## config.mk

```make
export PLATFORM = sky130hd
export DESIGN_NAME = axi4_mem_arbiter
export DESIGN_NICKNAME = d
export VERILOG_FILES = /design/src/rtl/axi4_mem_arbiter.sv
export SDC_FILE = /design/constraint.sdc
export NUM_CORES = 1
export LEC_CHECK = 0
export ABC_AREA = 1
export BUFFER_PORTS_ARGS = -buffer_cell sky130_fd_sc_hd__clkbuf_2
export CORE_MARGIN = 4
export CORE_UTILIZATION = 45
export DETAILED_ROUTE_END_ITERATION = 12
export GPL_TIMING_DRIVEN = 0
export PLACE_DENSITY = 0.78
export SYNTH_ARGS = -nofsm -noshare
export SYNTH_HDL_FRONTEND = slang
export SYNTH_SLANG_ARGS = --single-unit
```

## constraint.sdc

```tcl
create_clock -name CLK -period 4.9 [get_ports CLK]
set_clock_uncertainty 0.15 [all_clocks]
set_input_delay 0.735 -clock CLK [delete_from_list [all_inputs] [get_ports CLK]]
set_output_delay 0.735 -clock CLK [all_outputs]
set_load 0.02 [all_outputs]
```

## src/rtl/axi4_mem_arbiter.sv

```systemverilog
// Two-requester arbiter in front of a single AXI-style memory slave.
// One transaction is in flight at a time. Requesters are served round-robin
// when both ask together. A watchdog aborts any slave handshake that stalls
// for TIMEOUT cycles and reports it as an error response.
module axi4_mem_arbiter #(
   parameter int TIMEOUT = 255
) (
   input  logic        CLK,
   input  logic        RESET,
   input  logic [1:0]  REQ_VALID,
   input  logic [1:0]  REQ_WRITE,
   input  logic [9:0]  REQ_ADDR,
   input  logic [31:0] REQ_WDATA,
   output logic [1:0]  REQ_READY,
   output logic [1:0]  RSP_VALID,
   output logic [15:0] RSP_RDATA,
   output logic        RSP_ERR,
   output logic [4:0]  M_A_W_ADDR,
   output logic        M_A_W_VALID,
   input  logic        M_A_W_READY,
   output logic [15:0] M_W_DATA,
   output logic        M_W_VALID,
   input  logic        M_W_READY,
   input  logic        M_B_VALID,
   input  logic [1:0]  M_B_RESP,
   output logic        M_B_READY,
   output logic [4:0]  M_A_R_ADDR,
   output logic        M_A_R_VALID,
   input  logic        M_A_R_READY,
   input  logic [15:0] M_R_DATA,
   input  logic        M_R_VALID,
   output logic        M_R_READY
);

   typedef enum logic [2:0] {IDLE, AW, W, B, AR, R, RSP} state_t;

   // Watchdog fires on the TIMEOUT-th stalled cycle of a handshake state.
   localparam logic [7:0] WD_LIMIT = 8'(TIMEOUT - 1);

   state_t      state;
   logic        last;      // index of the requester granted most recently
   logic        gnt;       // index of the requester that owns the transaction
   logic [4:0]  addr_l;
   logic [15:0] data_l;
   logic [7:0]  wdog;

   logic        win;
   logic        hs;
   logic        in_wait;
   logic        wd_hit;
   logic [1:0]  gnt_oh;
   logic [4:0]  win_addr;
   logic [15:0] win_data;
   logic        win_write;

   // Address and data channels simply present the latched request; the
   // VALID bits say when they mean anything.
   assign M_A_W_ADDR = addr_l;
   assign M_A_R_ADDR = addr_l;
   assign M_W_DATA   = data_l;

   assign gnt_oh    = gnt ? 2'b10 : 2'b01;
   assign win_addr  = win ? REQ_ADDR[9:5] : REQ_ADDR[4:0];
   assign win_data  = win ? REQ_WDATA[31:16] : REQ_WDATA[15:0];
   assign win_write = win ? REQ_WRITE[1] : REQ_WRITE[0];
   assign in_wait   = (state == AW) || (state == W) || (state == B) ||
                      (state == AR) || (state == R);
   assign wd_hit    = (wdog == WD_LIMIT);

   // Arbitration: a lone requester wins; on contention the one not served last wins.
   always_comb begin
      win = (REQ_VALID == 2'b11) ? ~last : REQ_VALID[1];
   end

   // Handshake completion condition of the current slave-facing state.
   always_comb begin
      hs = 1'b0;
      case (state)
         AW:      hs = M_A_W_READY;
         W:       hs = M_W_READY;
         B:       hs = M_B_VALID;
         AR:      hs = M_A_R_READY;
         R:       hs = M_R_VALID;
         default: hs = 1'b0;
      endcase
   end

   // Transaction FSM with registered outputs and the handshake watchdog.
   always_ff @(posedge CLK or posedge RESET) begin
      if (RESET) begin
         state       <= IDLE;
         last        <= 1'b1;
         gnt         <= 1'b0;
         addr_l      <= '0;
         data_l      <= '0;
         wdog        <= '0;
         REQ_READY   <= '0;
         RSP_VALID   <= '0;
         RSP_RDATA   <= '0;
         RSP_ERR     <= 1'b0;
         M_A_W_VALID <= 1'b0;
         M_W_VALID   <= 1'b0;
         M_B_READY   <= 1'b0;
         M_A_R_VALID <= 1'b0;
         M_R_READY   <= 1'b0;
      end else begin
         // Pulse outputs default low; each is raised for exactly one cycle.
         REQ_READY <= '0;
         RSP_VALID <= '0;
         M_B_READY <= 1'b0;
         M_R_READY <= 1'b0;

         if (in_wait && !hs && wd_hit) begin
            // Stalled slave: drop every channel and report an error to the owner.
            M_A_W_VALID <= 1'b0;
            M_W_VALID   <= 1'b0;
            M_A_R_VALID <= 1'b0;
            RSP_ERR     <= 1'b1;
            RSP_RDATA   <= '0;
            RSP_VALID   <= gnt_oh;
            wdog        <= '0;
            state       <= RSP;
         end else begin
            // Count stalled cycles; any state change restarts the count.
            if (in_wait && !hs) wdog <= wdog + 8'd1;
            else                wdog <= '0;

            case (state)
               IDLE: begin
                  if (|REQ_VALID) begin
                     REQ_READY <= win ? 2'b10 : 2'b01;
                     gnt       <= win;
                     last      <= win;
                     addr_l    <= win_addr;
                     data_l    <= win_data;
                     RSP_ERR   <= 1'b0;
                     RSP_RDATA <= '0;
                     if (win_write) begin
                        M_A_W_VALID <= 1'b1;
                        state       <= AW;
                     end else begin
                        M_A_R_VALID <= 1'b1;
                        state       <= AR;
                     end
                  end
               end
               AW: begin
                  if (hs) begin
                     M_A_W_VALID <= 1'b0;
                     M_W_VALID   <= 1'b1;
                     state       <= W;
                  end
               end
               W: begin
                  if (hs) begin
                     M_W_VALID <= 1'b0;
                     state     <= B;
                  end
               end
               B: begin
                  if (hs) begin
                     M_B_READY <= 1'b1;
                     RSP_ERR   <= |M_B_RESP;
                     RSP_RDATA <= '0;
                     RSP_VALID <= gnt_oh;
                     state     <= RSP;
                  end
               end
               AR: begin
                  if (hs) begin
                     M_A_R_VALID <= 1'b0;
                     state       <= R;
                  end
               end
               R: begin
                  if (hs) begin
                     M_R_READY <= 1'b1;
                     RSP_RDATA <= M_R_DATA;
                     RSP_ERR   <= 1'b0;
                     RSP_VALID <= gnt_oh;
                     state     <= RSP;
                  end
               end
               RSP:     state <= IDLE;
               default: state <= IDLE;
            endcase
         end
      end
   end

endmodule

```

==> impl_metrics.sql, run 1 <==
INSERT INTO impl_metrics (metric_group, metric, value, unit) VALUES
('critical_path', 'critPathBufInv', '3', ''),
('clock_tree', 'numCtsBuffers', '9', ''),
('synth', 'ys.warnings.count', '0', ''),
('clock_tree', 'clk_path_buf_depth', '2', ''),
('critical_path', 'critPathArrivalTime', '2220', 'ps'),
('timing', 'drv_slew', '0', ''),
('die', 'dieArea', '0.00838', 'sq mm'),
('clock_tree', 'htree_levels', '3', ''),
('layout', 'area.growth.synth_to_final', '30.2', '%'),
('clock_tree', 'clock-root-buffer', 'clkbuf_8', ''),
('global_route', 'globalRouteTotalUtil', '19.4', '%'),
('synth', 'synth-seq-cells', '60', ''),
('die', 'floorplan.die.width', '91.5', 'um'),
('critical_path', 'critical_path.reg2reg.endpoint', 'RSP_RDATA[6]', ''),
('synth', 'asyncSetResetFlopFracSynth', '100', '%'),
('timing', 'tightestPinTransition', '476', 'ps'),
('synth', 'synth.yosys.seq_area_share', '47.8', '%'),
('global_route', 'antenna_found_initial', '0', ''),
('timing', 'hold_violations', '0', ''),
('route', 'drcViolationCount', '0', ''),
('synth', 'synth_top_cells_by_count', 'nand2_1 (148), dfrtp_1 (59), inv_1 (52)', ''),
('clock_tree', 'cts_post_setup_buffers_inserted', '0', ''),
('layout', 'final_net_count', '616', ''),
('flow_run', 'max-cap-violations', '0', ''),
('synth', 'netlist_area', '0.00314', 'sq mm'),
('placement', 'buffer_ports.inserted', '122', ''),
('power', 'ir_drop', '0.000291', 'V'),
('critical_path', 'reg2regPathDepth', '10', ''),
('synth', 'synth_area_leaders', 'dfrtp_1 (47%), nand2_1 (18%), inv_1 (6.2%)', ''),
('critical_path', 'critical_path_cell_count', '10', ''),
('timing', 'slew_headroom', '68.2', '%'),
('synth', 'synth_top_cell_by_area', 'dfrtp_1', ''),
('die', 'io_pins', '123', ''),
('global_route', 'grt_start_max_net_pins', '41', ''),
('route', 'detailedRoute.firstIterationViolations', '150', ''),
('die', 'initial_cell_density_of_the_core', '46.2', '%'),
('critical_path', 'end_kind', 'flip-flop', ''),
('route', 'detailroute.via_count', '3011', ''),
('run_status', 'outcome', 'complete, no violations', ''),
('timing', 'final.min_clock_period', '2150', 'ps'),
('power', 'cellPowerDensity', '612', 'mW/mm^2'),
('critical_path', 'r2r_start', 'wdog[0]', ''),
('timing', 'setup-violations-final', '0', ''),
('timing', 'final.period_utilization', '43.9', '%'),
('layout', 'antennaDiodeCount', '0', ''),
('critical_path', 'worstPathRequired', '4970', 'ps'),
('clock_tree', 'hold_fix_buffers_at_cts', '0', ''),
('die', 'core_region_area', '0.00679', 'sq mm'),
('route', 'ant_nets', '0', ''),
('timing', 'fin_tns_setup', '0', 'ps'),
('critical_path', 'worstPathCellList', 'inv_1 > ha_1 > nand3_1 > nor3_4 > inv_1 > o211ai_4 > nand3_4 > buf_6 > nand2_1 > nand2_1', ''),
('route', 'wl', '7.59', 'mm'),
('synth', 'synthDistinctLibCells', '32', ''),
('critical_path', 'critical_path.max_stage_delay', '400', 'ps'),
('timing', 'grt_setup_unrepaired', 'no', ''),
('synth', 'post_synth_inst_count', '409', ''),
('synth', 'post_synth.cell_area_avg', '7.68', 'sq um'),
('synth', 'yosys.cell_count.top_type', 'nand2_1', ''),
('global_route', 'grt.overflow.total', '0', ''),
('placement', 'gp_congestion', '0.873', ''),
('route', 'via_per_inst', '4.68', ''),
('synth', 'synth_largest_type_area_fraction', '47.0', '%'),
('global_route', 'vias_in_the_first_global_route', '2998', ''),
('die', 'dieHeight', '91.5', 'um'),
('clock_tree', 'clock_latency', '330', 'ps'),
('clock_tree', 'post_cts_resize_count', '0', ''),
('critical_path', 'critical-path-top-delay-family', 'simple AND/OR/NAND/NOR gates', ''),
('timing', 'fmax', '465', 'MHz'),
('route', 'first_pass_detailed_route_iteration_total', '5', ''),
('layout', 'layout-drive-gt1-share', '31.8', '%'),
('power', 'p_total', '2500', 'uW');
-- worst register-to-register path, cell delays in order (launching register included) --
cell	delay [ps]
dfrtp_1	400
inv_1	90
ha_1	160
nand3_1	110
nor3_4	210
inv_1	140
o211ai_4	320
nand3_4	180
buf_6	180
nand2_1	60
nand2_1	50
-- routing by layer --
layer	wire length [um]	vias up	GRT usage, %
met5	0	-	0
met4	94	0	6.53
met3	788	10	7.62
met2	3340	143	30.6
met1	3360	1325	24.4
li1	-	1533	-
-- flip-flops by register name, indices dropped and copies added (netlist names) --
signal	count
wdog	8
REQ_READY	2
RSP_ERR	1
M_A_R_VALID	1
M_A_W_VALID	1
M_B_READY	1
state	3
RSP_VALID	2
M_R_READY	1
last	1
M_W_VALID	1
M_W_DATA	16
M_A_R_ADDR	5
gnt	1
RSP_RDATA	16
-- layout by cell type, fill, tap and decap left out, types with 3 or more instances in the layout --
cell | synthesis | final
nand2_1 | 148 | 148
clkbuf_2 | 0 | 122
dfrtp_1 | 59 | 59
inv_1 | 52 | 51
nor2_1 | 39 | 39
nand3_1 | 33 | 33
nand4_1 | 20 | 20
buf_4 | 10 | 10
clkbuf_8 | 0 | 9
clkbuf_1 | 6 | 6
o21ai_0 | 6 | 6
inv_2 | 3 | 4
buf_2 | 4 | 4
nor2_2 | 3 | 3
xor2_1 | 3 | 3
clkinvlp_4 | 0 | 3
-- power breakdown --
group          total, uW  switching (uW)  internal [uW]
clock network        441             204            237
logic               1260             838            421
registers            801             115            686
total               2500            1160           1340
-- worst max-delay path by stage --
stage / startpoint / to / slack (ps)
5_1_grt: wdog[0] / RSP_RDATA[2] / 2560
6_report: wdog[0] / RSP_RDATA[6] / 2750
3_5_place_dp: REQ_VALID[0] / M_W_DATA[0] / 2650
3_3_place_gp: RESET / M_W_DATA[0] / 1830
4_1_cts: wdog[0] / RSP_RDATA[6] / 2750
2_1_floorplan: RESET / M_A_R_ADDR[0] / 2530
-- logic make-up after synthesis --
group	Yosys count	share of synthesized area [%]
fa+ha+maj	2	0.797
compound gates	9	1.99
flops	60	47.8
buf+inv	76	10.7
xor+xnor	5	1.39
simple gates	257	37.3
-- stage by stage --
stage	std cells	worst slack, ps	hold WS, ps	area [sq um]	utilization (%)
floorplan	409	2530	253	3140	-
global placement	627	1830	281	3870	57.0
CTS	644	2750	240	4090	60.2
detailed placement	628	2650	303	3890	57.3
global route	644	2560	263	4090	60.2
finish	644	2750	241	4090	60.2
-- cell type report --
class                      instances  area, sq um  area share, %
clock buffer                       9          124           3.03
inverter                          55          206           5.05
clock inverter                     7         75.1           1.84
tap                               96          120           2.94
buffer                            21          129           3.15
timing repair buffer             123          631           15.4
multi-input combinational        273         1300           31.8
sequential                        60         1500           36.7
Power figures use the tool's default switching activity.
==> run 2, diff against run 1 <==
==> constraint.sdc (replaced) <==
create_clock -name CLK -period 2 [get_ports CLK]
set_clock_uncertainty 0.15 [all_clocks]
set_input_delay 0.3 -clock CLK [delete_from_list [all_inputs] [get_ports CLK]]
set_output_delay 0.3 -clock CLK [all_outputs]
set_load 0.02 [all_outputs]
==> run 2 against run 1 <==
Compared with the run above:
- cell count is 1.6% higher
- worst setup slack worse by 2700 ps
- combinational power rose to 2.8 times the previous value
- register-to-register slack got worse by 2700 ps
- design area increased by 4.6%
- clock-buffer cell count unchanged
- critical path type unchanged
==> impl_metrics.sql, run 2 (synthesis results as in run 1) <==
INSERT INTO impl_metrics (metric_group, metric, value, unit) VALUES
('die', 'io_pins', '123', ''),
('power', 'p_total', '6550', 'uW'),
('clock_tree', 'clock-root-buffer', 'clkbuf_8', ''),
('timing', 'hold_violations', '0', ''),
('timing', 'drv_slew', '0', ''),
('run_status', 'outcome', 'complete, no violations', ''),
('layout', 'post-route-cell-area', '0.00428', 'sq mm'),
('die', 'floorplan.die.width', '91.5', 'um'),
('critical_path', 'setup.worst_path.start', 'wdog[0]', ''),
('global_route', 'antenna_found_initial', '0', ''),
('layout', 'layout_commonest_cell', 'nand2_1', ''),
('flow_run', 'max-cap-violations', '0', ''),
('min_path', 'min-delay-path-class', 'in -> reg', ''),
('timing', 'setup-violations-final', '0', ''),
('route', 'ant_nets', '0', ''),
('critical_path', 'worstPathRequired', '2080', 'ps'),
('critical_path', 'cp-start-kind', 'flip-flop', ''),
('die', 'initial_cell_density_of_the_core', '46.2', '%'),
('clock_tree', 'clk_path_buf_depth', '2', ''),
('power', 'cellPowerDensity', '1530', 'mW/mm^2'),
('critical_path', 'critPathArrivalTime', '1980', 'ps'),
('layout', 'most-common-layout-cells', 'nand2_1 (146), clkbuf_2 (125), dfrtp_1 (58)', ''),
('critical_path', 'timing.setup.critical_path_class', 'reg -> reg', ''),
('timing', 'final.period_utilization', '95.3', '%'),
('timing', 'tightestPinTransition', '472', 'ps'),
('timing', 'timing.final.ws_setup', '94.4', 'ps'),
('clock_tree', 'numCtsBuffers', '9', ''),
('clock_tree', 'cts.sink_count', '60', ''),
('layout', 'antennaDiodeCount', '0', ''),
('die', 'dieHeight', '91.5', 'um'),
('route', 'route.detailed.wl_per_inst', '12.1', 'um'),
('route', 'detailedRoute.firstIterationViolations', '161', ''),
('clock_tree', 'htree_levels', '3', ''),
('critical_path', 'r2r_start', 'wdog[0]', ''),
('placement', 'gp_congestion', '0.873', ''),
('critical_path', 'end_kind', 'flip-flop', ''),
('global_route', 'vias_in_the_first_global_route', '3064', ''),
('route', 'drcViolationCount', '0', ''),
('global_route', 'globalRouteTotalUtil', '19.8', '%'),
('route', 'wl', '7.93', 'mm'),
('route', 'via_per_inst', '4.74', ''),
('die', 'core_region_area', '0.00679', 'sq mm'),
('global_route', 'grt_first_pass_wirelength', '13.5', 'mm'),
('power', 'ir_drop', '0.000736', 'V'),
('min_path', 'timing.hold.worst.start', 'REQ_ADDR[0]', ''),
('clock_tree', 'tritoncts_clock_tree', 'done', ''),
('layout', 'final_net_count', '626', ''),
('clock_tree', 'clock_latency', '340', 'ps'),
('timing', 'final.min_clock_period', '1910', 'ps'),
('route', 'first_pass_detailed_route_iteration_total', '4', ''),
('placement', 'pre_cts_slack', '-150', 'ps'),
('timing', 'slew_headroom', '68.5', '%'),
('die', 'rows', '30', ''),
('route', 'detailroute.via_count', '3103', ''),
('critical_path', 'path_max_fanout', '5', ''),
('power', 'p_leak', '0.00255', 'uW'),
('critical_path', 'timing.reg2reg.setup_slack', '90', 'ps'),
('timing', 'fmax', '525', 'MHz'),
('placement', 'post-dp-hpwl', '5.89', 'mm'),
('layout', 'area.growth.synth_to_final', '36.2', '%'),
('clock_tree', 'cts_clock_pin_slew_for_the_worst_setup_and_hold_paths', '70', 'ps'),
('placement', 'placed_area', '0.00389', 'sq mm'),
('global_route', 'grt.overflow.total', '0', ''),
('global_route', 'grt_start_max_net_pins', '41', ''),
('layout', 'layout-drive-gt1-share', '35.1', '%'),
('placement', 'buffer_ports.inserted', '122', ''),
('die', 'dieArea', '0.00838', 'sq mm');
## run 2: cell types whose count changed in the layout (fill, tap and decap cells not counted), sizes merged
cell,delta
buf,+6
clkbuf,+2
dlygate4sd3,+2
## run 2: per-stage QoR
| step | utilization, % | hold WS (ps) | setup TNS, ps | cells |
|---|---|---|---|---|
| 6_report | 62.9 | 17.1 | 0 | 654 |
| 5_1_grt | 62.9 | 6.22 | -24.4 | 654 |
| 4_1_cts | 61.3 | 1.87 | 0 | 650 |
| 3_5_place_dp | 57.3 | 180 | -1980 | 628 |
| 3_3_place_gp | 57.0 | 281 | -38300 | 627 |
| 2_1_floorplan | - | 253 | 0 | 409 |
## run 2: path summary, 6_finish.rpt
check	to	depth (start not counted)
hold / removal	M_A_R_ADDR[0]	3
setup / recovery	RSP_RDATA[0]	10
max in group asynchronous	last	4
min in group asynchronous	RSP_RDATA[2]	3
setup reg to reg	RSP_RDATA[0]	10
hold reg to reg	RSP_VALID[0]	1
## run 2: worst max-delay path, stage by stage (launching register included)
cell and delay, ps:
dfrtp_1 390, inv_2 80, ha_4 140, nand3_4 60
nor3_4 200, inv_2 100, o211ai_4 220, nand3_4 150
clkbuf_16 180, nand2_1 60, nand2_1 50
## run 2: report_power, final
| part | switching, uW | internal, uW | total (uW) | leakage (uW) |
|---|---|---|---|---|
| Sequential | 290 | 1680 | 1970 | 0.000775 |
| Clock | 510 | 581 | 1090 | 0.0000923 |
| Combinational | 2180 | 1300 | 3480 | 0.00169 |
| Total | 2980 | 3570 | 6550 | 0.00255 |
## run 2: what timing repair did
| action | CTS | global route |
|---|---|---|
| hold buffers | 2 | 0 |
| setup endpoints to repair | 36 | 39 |
| endpoints found under the hold margin | 21 | 0 |
| pin swaps | 4 | 5 |
| resized for setup | 6 | 21 |
| buffers inserted | 4 | 3 |
| cloned | 0 | 1 |
## run 2: routing by layer
metal / track usage (%) / part of all wire (%)
met3: 7.71 / 10
met1: 24.5 / 43
met5: 0 / 0
met4: 7.29 / 1.4
met2: 31.3 / 46
## run 2: layout make-up
cell class                      count  area [sq um]
Fill cell                         581          2520
Sequential cell                    60          1500
Multi-Input combinational cell    273          1360
Timing Repair Buffer              133           741
Inverter                           55           211
Buffer                             21           144
Clock buffer                        9           124
Tap cell                           96           120
Clock inverter                      7          75.1
